### config.mk
export PLATFORM = sky130hd
export DESIGN_NAME = freq_meas_ctrl
export DESIGN_NICKNAME = d
export VERILOG_FILES = /design/src/rtl/freq_meas_ctrl.sv
export SDC_FILE = /design/constraint.sdc
export NUM_CORES = 1
export LEC_CHECK = 0
export CAP_MARGIN = 20
export CELL_PAD_IN_SITES_DETAIL_PLACEMENT = 1
export CELL_PAD_IN_SITES_GLOBAL_PLACEMENT = 1
export CORE_MARGIN = 1
export CORE_UTILIZATION = 47
export DETAILED_ROUTE_END_ITERATION = 12
export GPL_TIMING_DRIVEN = 0
export HOLD_SLACK_MARGIN = 0.05
export PLACE_DENSITY_LB_ADDON = 0.15
export REMOVE_ABC_BUFFERS = 1
export SLEW_MARGIN = 20
export SYNTH_ARGS = -nofsm -noshare
export SYNTH_HDL_FRONTEND = slang
export SYNTH_SLANG_ARGS = --single-unit
### constraint.sdc
create_clock -name clk_100M -period 7.6 [get_ports clk_100M]
set_clock_uncertainty 0.15 [all_clocks]
set_input_delay 1.14 -clock clk_100M [delete_from_list [all_inputs] [get_ports clk_100M]]
set_output_delay 1.14 -clock clk_100M [all_outputs]
set_load 0.02 [all_outputs]
### src/rtl/freq_meas_ctrl.sv
`default_nettype none
// ============================================================================
// Module   : freq_meas_ctrl
// Purpose  : Equal-precision frequency meter sequencer. It aligns the gate to
//            sig_test edges, counts both clocks and latches the result pair.
// Revision : 1.0  initial release
// ============================================================================
module freq_meas_ctrl #(
    parameter int GATE_W = 32,
    parameter int CNT_W  = 32
) (
    input  logic              clk_100M,
    input  logic              rst_n,
    input  logic              sig_test,
    input  logic              start,
    input  logic              cont_mode,
    input  logic [GATE_W-1:0] gate_len,
    input  logic [GATE_W-1:0] timeout_len,
    input  logic              irq_ack,
    output logic              busy,
    output logic              done_irq,
    output logic              timeout_flag,
    output logic [CNT_W-1:0]  base_count,
    output logic [CNT_W-1:0]  test_count
);

    typedef enum logic [1:0] {
        IDLE  = 2'd0,
        ARM   = 2'd1,
        COUNT = 2'd2,
        CLOSE = 2'd3
    } state_t;

    localparam logic [CNT_W-1:0]  CNT_MAX  = '1;
    localparam logic [GATE_W-1:0] GATE_ONE = GATE_W'(1);

    state_t            state_q;
    logic              sync1_q, sync2_q, prev_q;
    logic [CNT_W-1:0]  base_cnt_q, test_cnt_q;
    logic [GATE_W-1:0] gate_cnt_q, tmo_cnt_q;
    logic              busy_q, done_q, tmo_flag_q;
    logic [CNT_W-1:0]  base_res_q, test_res_q;

    logic              rise;
    logic              gate_last;
    logic              tmo_hit;
    logic [CNT_W-1:0]  base_inc, test_inc;

    assign rise      = sync2_q & ~prev_q;
    // A zero gate length behaves as a one-cycle gate.
    assign gate_last = (gate_len == '0) ? (gate_cnt_q == '0)
                                        : (gate_cnt_q == gate_len - GATE_ONE);
    assign tmo_hit   = (timeout_len != '0) && (tmo_cnt_q == timeout_len - GATE_ONE);
    assign base_inc  = (base_cnt_q == CNT_MAX) ? base_cnt_q : base_cnt_q + CNT_W'(1);
    assign test_inc  = (test_cnt_q == CNT_MAX) ? test_cnt_q : test_cnt_q + CNT_W'(1);

    always_ff @(posedge clk_100M or negedge rst_n) begin
        if (!rst_n) begin
            state_q    <= IDLE;
            sync1_q    <= 1'b0;
            sync2_q    <= 1'b0;
            prev_q     <= 1'b0;
            base_cnt_q <= '0;
            test_cnt_q <= '0;
            gate_cnt_q <= '0;
            tmo_cnt_q  <= '0;
            busy_q     <= 1'b0;
            done_q     <= 1'b0;
            tmo_flag_q <= 1'b0;
            base_res_q <= '0;
            test_res_q <= '0;
        end else begin
            sync1_q <= sig_test;
            sync2_q <= sync1_q;
            prev_q  <= sync2_q;

            // Any completion below assigns later and so wins over the ack.
            if (irq_ack) begin
                done_q     <= 1'b0;
                tmo_flag_q <= 1'b0;
            end

            case (state_q)
                IDLE: begin
                    if (start) begin
                        state_q   <= ARM;
                        busy_q    <= 1'b1;
                        tmo_cnt_q <= '0;
                    end
                end

                ARM: begin
                    if (rise) begin
                        state_q    <= COUNT;
                        base_cnt_q <= '0;
                        test_cnt_q <= '0;
                        gate_cnt_q <= '0;
                    end else if (tmo_hit) begin
                        state_q    <= IDLE;
                        busy_q     <= 1'b0;
                        base_res_q <= '0;
                        test_res_q <= '0;
                        done_q     <= 1'b1;
                        tmo_flag_q <= 1'b1;
                    end else begin
                        tmo_cnt_q <= tmo_cnt_q + GATE_ONE;
                    end
                end

                COUNT: begin
                    base_cnt_q <= base_inc;
                    gate_cnt_q <= gate_cnt_q + GATE_ONE;
                    if (rise) begin
                        test_cnt_q <= test_inc;
                    end
                    if (gate_last) begin
                        state_q   <= CLOSE;
                        tmo_cnt_q <= '0;
                    end
                end

                CLOSE: begin
                    if (rise) begin
                        // The closing edge itself is included in both counts.
                        base_res_q <= base_inc;
                        test_res_q <= test_inc;
                        done_q     <= 1'b1;
                        tmo_flag_q <= 1'b0;
                        if (cont_mode) begin
                            state_q    <= COUNT;
                            base_cnt_q <= '0;
                            test_cnt_q <= '0;
                            gate_cnt_q <= '0;
                        end else begin
                            state_q <= IDLE;
                            busy_q  <= 1'b0;
                        end
                    end else if (tmo_hit) begin
                        state_q    <= IDLE;
                        busy_q     <= 1'b0;
                        base_res_q <= '0;
                        test_res_q <= '0;
                        done_q     <= 1'b1;
                        tmo_flag_q <= 1'b1;
                    end else begin
                        base_cnt_q <= base_inc;
                        tmo_cnt_q  <= tmo_cnt_q + GATE_ONE;
                    end
                end

                default: begin
                    state_q <= IDLE;
                    busy_q  <= 1'b0;
                end
            endcase
        end
    end

    assign busy         = busy_q;
    assign done_irq     = done_q;
    assign timeout_flag = tmo_flag_q;
    assign base_count   = base_res_q;
    assign test_count   = test_res_q;

endmodule
`default_nettype wire

# Yosys cells after proc, flatten, opt, wreduce, memory -nomap -nowiden
# Index checks and enable logic that the tools add are counted.
[op_classes]
addsub = 6
div = 0
mux = 48
bitwise_logic = 2
n_shift = 0
n_eq_ne = 19
n_reduce_logical = 16
order_cmp = 0
mul = 0
[op_table]
columns = ["operator", "n"]
rows = [
  ["$mux W32", 18],
  ["$pmux W32 S3", 4],
  ["$add A32 B1 Y32 const B", 4],
  ["$pmux W32 S2", 2],
  ["$eq A32 B32 Y1", 2],
  ["$eq A32 B32 Y1 const B", 2],
  ["$logic_not A32 Y1", 2],
  ["$sub A32 B1 Y32 const B", 2],
  ["$reduce_bool A32 Y1", 1],
  ["$ne A2 B2 Y1 const B", 9],
  ["$reduce_and A4 Y1", 4],
  ["$mux W1", 14],
  ["$mux W2", 6],
  ["$ne A3 B3 Y1 const B", 3],
  ["$pmux W2 S4", 1],
  ["$reduce_bool A3 Y1", 2],
  ["$reduce_and A5 Y1", 1],
  ["$eq A2 B2 Y1 const B", 2],
  ["$pmux W1 S2", 2],
  ["$reduce_and A2 Y1", 2],
  ["$pmux W1 S3", 1],
  ["$eq A2 B1 Y1 const B", 1],
  ["$logic_not A2 Y1", 1],
  ["$reduce_bool A2 Y1", 1],
  ["other kinds (4)", 4],
]
[totals]
ram_bits = 0
latch_bits = 0
register_bits = 200
word_cells = 104
output_inout_bits = 67
inputBits = 70
romBits = 0
mem_count = 0

# Longest topological paths before layout
[depth]
ltp_word = 6
mapped_depth = 15
mapped_depth_nobuf = 12

# Worst setup path after synthesis
# No wires, ideal clock.
[synth_path]
path_type = "input port to flip-flop"
startpoint = "in timeout_len[7]"
endpoint = "reg base_cnt_q[0]"
path_stages = 13
setup_slack_ns = 2.601
path_buffers = 3
arrival_time_ns = 4.728
setup_time_ns = 0.121
required_ns = 7.329
path_cell_list = "or4_1 > clkbuf_1 > or4_4 > or4_4 > or4_1 > a22oi_1 > o211ai_1 > nor4_4 > or2_0 > buf_4 > buf_6 > o21bai_1 > a22o_1"
[synth_via]
elab_chain_len = 5
elab_cells_between_ends = 6
classes_between = "add/sub (1); eq/ne (2); reduce/logical (3)"
[synth_lines]
columns = ["item", "line_no", "rtl"]
rows = [
  ["from (decl)", "18", "input logic [GATE_W-1:0] timeout_len,"],
  ["$sub A32 B1 Y32", "53", "assign tmo_hit = (timeout_len != '0) && (tmo_cnt_q == timeout_len - GATE_ONE);"],
  ["$eq A32 B32 Y1", "53", ""],
  ["$logic_and A1 B1 Y1 (*)", "53", ""],
  ["$ne A3 B3 Y1 (no source line) (*)", "--", ""],
  ["$reduce_and A4 Y1 (no source line) (*)", "--", ""],
  ["to (signal assigned)", "111", "base_cnt_q <= base_inc;"],
  ["to (signal assigned)", "146", "base_cnt_q <= base_inc;"],
  ["to (decl)", "39", "logic [CNT_W-1:0] base_cnt_q, test_cnt_q;"],
]
# Mark *: on every way between the ends. The rest lies on a longest branch, timed or not.
# A chain may end at the register's enable or synchronous reset.

# Worst setup path after layout
# Same ends and word-level chain as after synthesis.

==> results.yml <==
sta:
  setup_violations: 0
  period_minus_slack_ps: 6720
  rsz0062_at_grt: "no"
  tightest_slew_ps: 1050
  whs_ps: 212
  post-route-period-util: 0.884
  report.final.slew_viol_count: 0
  fmax_mhz: 149
  hold_viol: 0
  timing.slew.headroom: 0.300
synth:
  yosysTopAreaCell: "dfrtp_1"
  ys_types: 63
  yosys-top-cells-area: "dfrtp_1 (41%), xnor2_1 (9.0%), o21ai_0 (6.8%)"
  syn_area_per_cell_um2: 8.45
  netlist.area_leader.share: 0.406
  ys_warn_count: 0
  synth-main-ff-cell: "dfrtp_1"
  async_flop_share: 1.00
  netlist_instances: 1457
  netlist_area_um2: 12300
  synth-seq-area-share: 0.406
  synth_edf_count: 0
  synth-seq-cells: 200
cts:
  cts-htree-levels: 4
  cts_sinks: 200
  max-clock-path-buffers: 2
  cts_buffers: 17
  clkTransAtPathRegs_ps: 80
  post_cts_buffers: 0
  cts_root_buf: "clkbuf_16"
  ctsHoldBuffers: 0
  cts_resized: 0
  cts_tree: "yes"
  clk_latency_ps: 440
drt:
  drt_first_pass_iters: 5
  first_iter_violations: 843
  routed_via_density: 6.06
  postRouteAntennaNets: 0
  drc: 0
  vias: 11429
  wire_per_inst_um: 19.2
  wl_um: 36200
global_routing:
  grt_max_degree: 96
  antenna_found_initial: 1
  track_usage: 0.279
  grt_pass1_wl_um: 60100
  grt_overflow: 0
  grt_pass1_vias: 11791
setup_path:
  worstSetupPathDepth: 13
  slowest_delay_ps: 820
  cp_top_family: "simple AND/OR/NAND/NOR gates"
  cp_slowest_cell: "or2_0"
  r2r_end: "base_cnt_q[0]"
  crit_buf_inv: 3
  cp_cell_sequence: "clkdlybuf4s50_1 -> or4_1 -> or4_4 -> or4_4 -> or4_1 -> a22oi_1 -> o211ai_1 -> nor4_4 -> buf_6 -> buf_6 -> or2_0 -> o21bai_1 -> a22o_1"
  path_max_fanout: 17
  path_class: "primary input to flop"
  worstSetupEndpointType: "flop"
  reg2reg_slack_ps: 2830
  reg2regPathDepth: 11
  critPathLaunch: "timeout_len[7]"
  cp.arrival_ps: 6910
  critical_path_required_ps: 7790
  start_kind: "primary input"
  r2r-start: "tmo_cnt_q[12]"
layout:
  multi_input_area_um2: 6940
  antenna-diode-count: 0
  final_cells: 1886
  nNetsFinal: 1621
  mostFrequentLayoutCell: "dfrtp_1"
  drive_gt1_frac: 0.0437
  design_area_um2: 14700
  layout_common_cells: "dfrtp_1 (200), o21ai_0 (167), nand2_1 (164), clkdlybuf4s50_1 (135), xnor2_1 (126)"
  syn_to_final_growth_pct: 19.3
  n_fill_cell: 2973
  regArea_um2: 5000
die:
  dieArea_um2: 26900
  core-area_um2: 25500
  num_rows: 58
  start_util: 0.483
  io_pins: 137
  die_y_um: 164
  die_w_um: 164
flow_run:
  cap_violations: 0
worst_hold_path:
  min_path_type: "flop to flop"
  holdPathEnd: "sync2_q"
  hp-start: "sync1_q"
  hold_path_depth: 0
placed_design:
  place_area_um2: 14100
  dp.cells: 1854
  finalWeightedCongestion: 0.859
  port_buffers: 136
  dp_hpwl_um: 25700
power_and_ir_drop:
  leakagePower_nw: 5.93
  cellPowerDensity_nw_per_um2: 152
  peakVddDrop_v: 0.000121
status:
  outcome: "finished, final reports clean"
==> layer usage <==
metal | up-vias | routed length, um | global-route usage
met4 | 0 | 516 | 0.0669
met2 | 233 | 17800 | 0.481
met1 | 5815 | 16500 | 0.368
met5 | - | 0 | 0
li1 | 5329 | - | -
met3 | 52 | 1440 | 0.0422
==> power breakdown <==
part           switching, mW  internal [mW]
Sequential            0.0113           1.07
Clock                  0.444          0.528
Combinational          0.102         0.0781
Total                  0.558           1.68
==> final cells by class <==
type,instances,share of cell area
sequential,200,0.341
tap,330,0.0281
clock buffer,18,0.0292
multi-input combinational,1145,0.473
clock inverter,14,0.0126
inverter,30,0.00767
timing repair buffer,149,0.109
==> Yosys cell counts, types with 39 or more instances <==
master,count
xor2_1,64
xnor2_1,126
nand4_1,39
a21oi_1,40
nand3_1,51
o21ai_0,168
nor3_1,63
clkbuf_1,73
nor2_1,122
nor4_1,41
nand2_1,166
dfrtp_1,200
==> state kept, by name, summed over array words and instances, names as in the netlist <==
| name | cells |
|---|---|
| base_cnt_q | 32 |
| base_count | 32 |
| gate_cnt_q | 32 |
| test_cnt_q | 32 |
| test_count | 32 |
| tmo_cnt_q | 32 |
| state_q | 2 |
| busy | 1 |
| done_irq | 1 |
| prev_q | 1 |
| sync1_q | 1 |
| sync2_q | 1 |
| timeout_flag | 1 |
==> cells by family after synthesis <==
| family | share of synthesized area |
|---|---|
| muxes | 0.00579 |
| xor gates and xnor gates | 0.135 |
| DFF | 0.406 |
| adders and majority gates | 0.00813 |
| and+or+nand+nor | 0.275 |
| AOI/OAI and AO/OA | 0.134 |
| buffers and inverters | 0.0356 |
==> worst max-delay path by stage <==
| stage | to | slack [ps] |
|---|---|---|
| 3_5_place_dp | base_cnt_q[0] | 440 |
| 4_1_cts | base_cnt_q[0] | 890 |
| 2_1_floorplan | done_irq | 240 |
| 3_3_place_gp | gate_cnt_q[28] | -3550 |
| 5_1_grt | base_cnt_q[0] | 590 |
| 6_report | base_cnt_q[0] | 880 |
==> metrics by stage <==
step,utilization,power (mW),setup TNS (ps),worst slack [ps]
2_1_floorplan,-,1.18,0,241
3_3_place_gp,0.540,1.27,-955590,-3550
3_5_place_dp,0.552,1.28,0,444
4_1_cts,0.576,2.25,0,894
5_1_grt,0.577,2.31,0,588
6_report,0.577,2.24,0,880
Note: power is estimated with default switching activity, not from simulation.
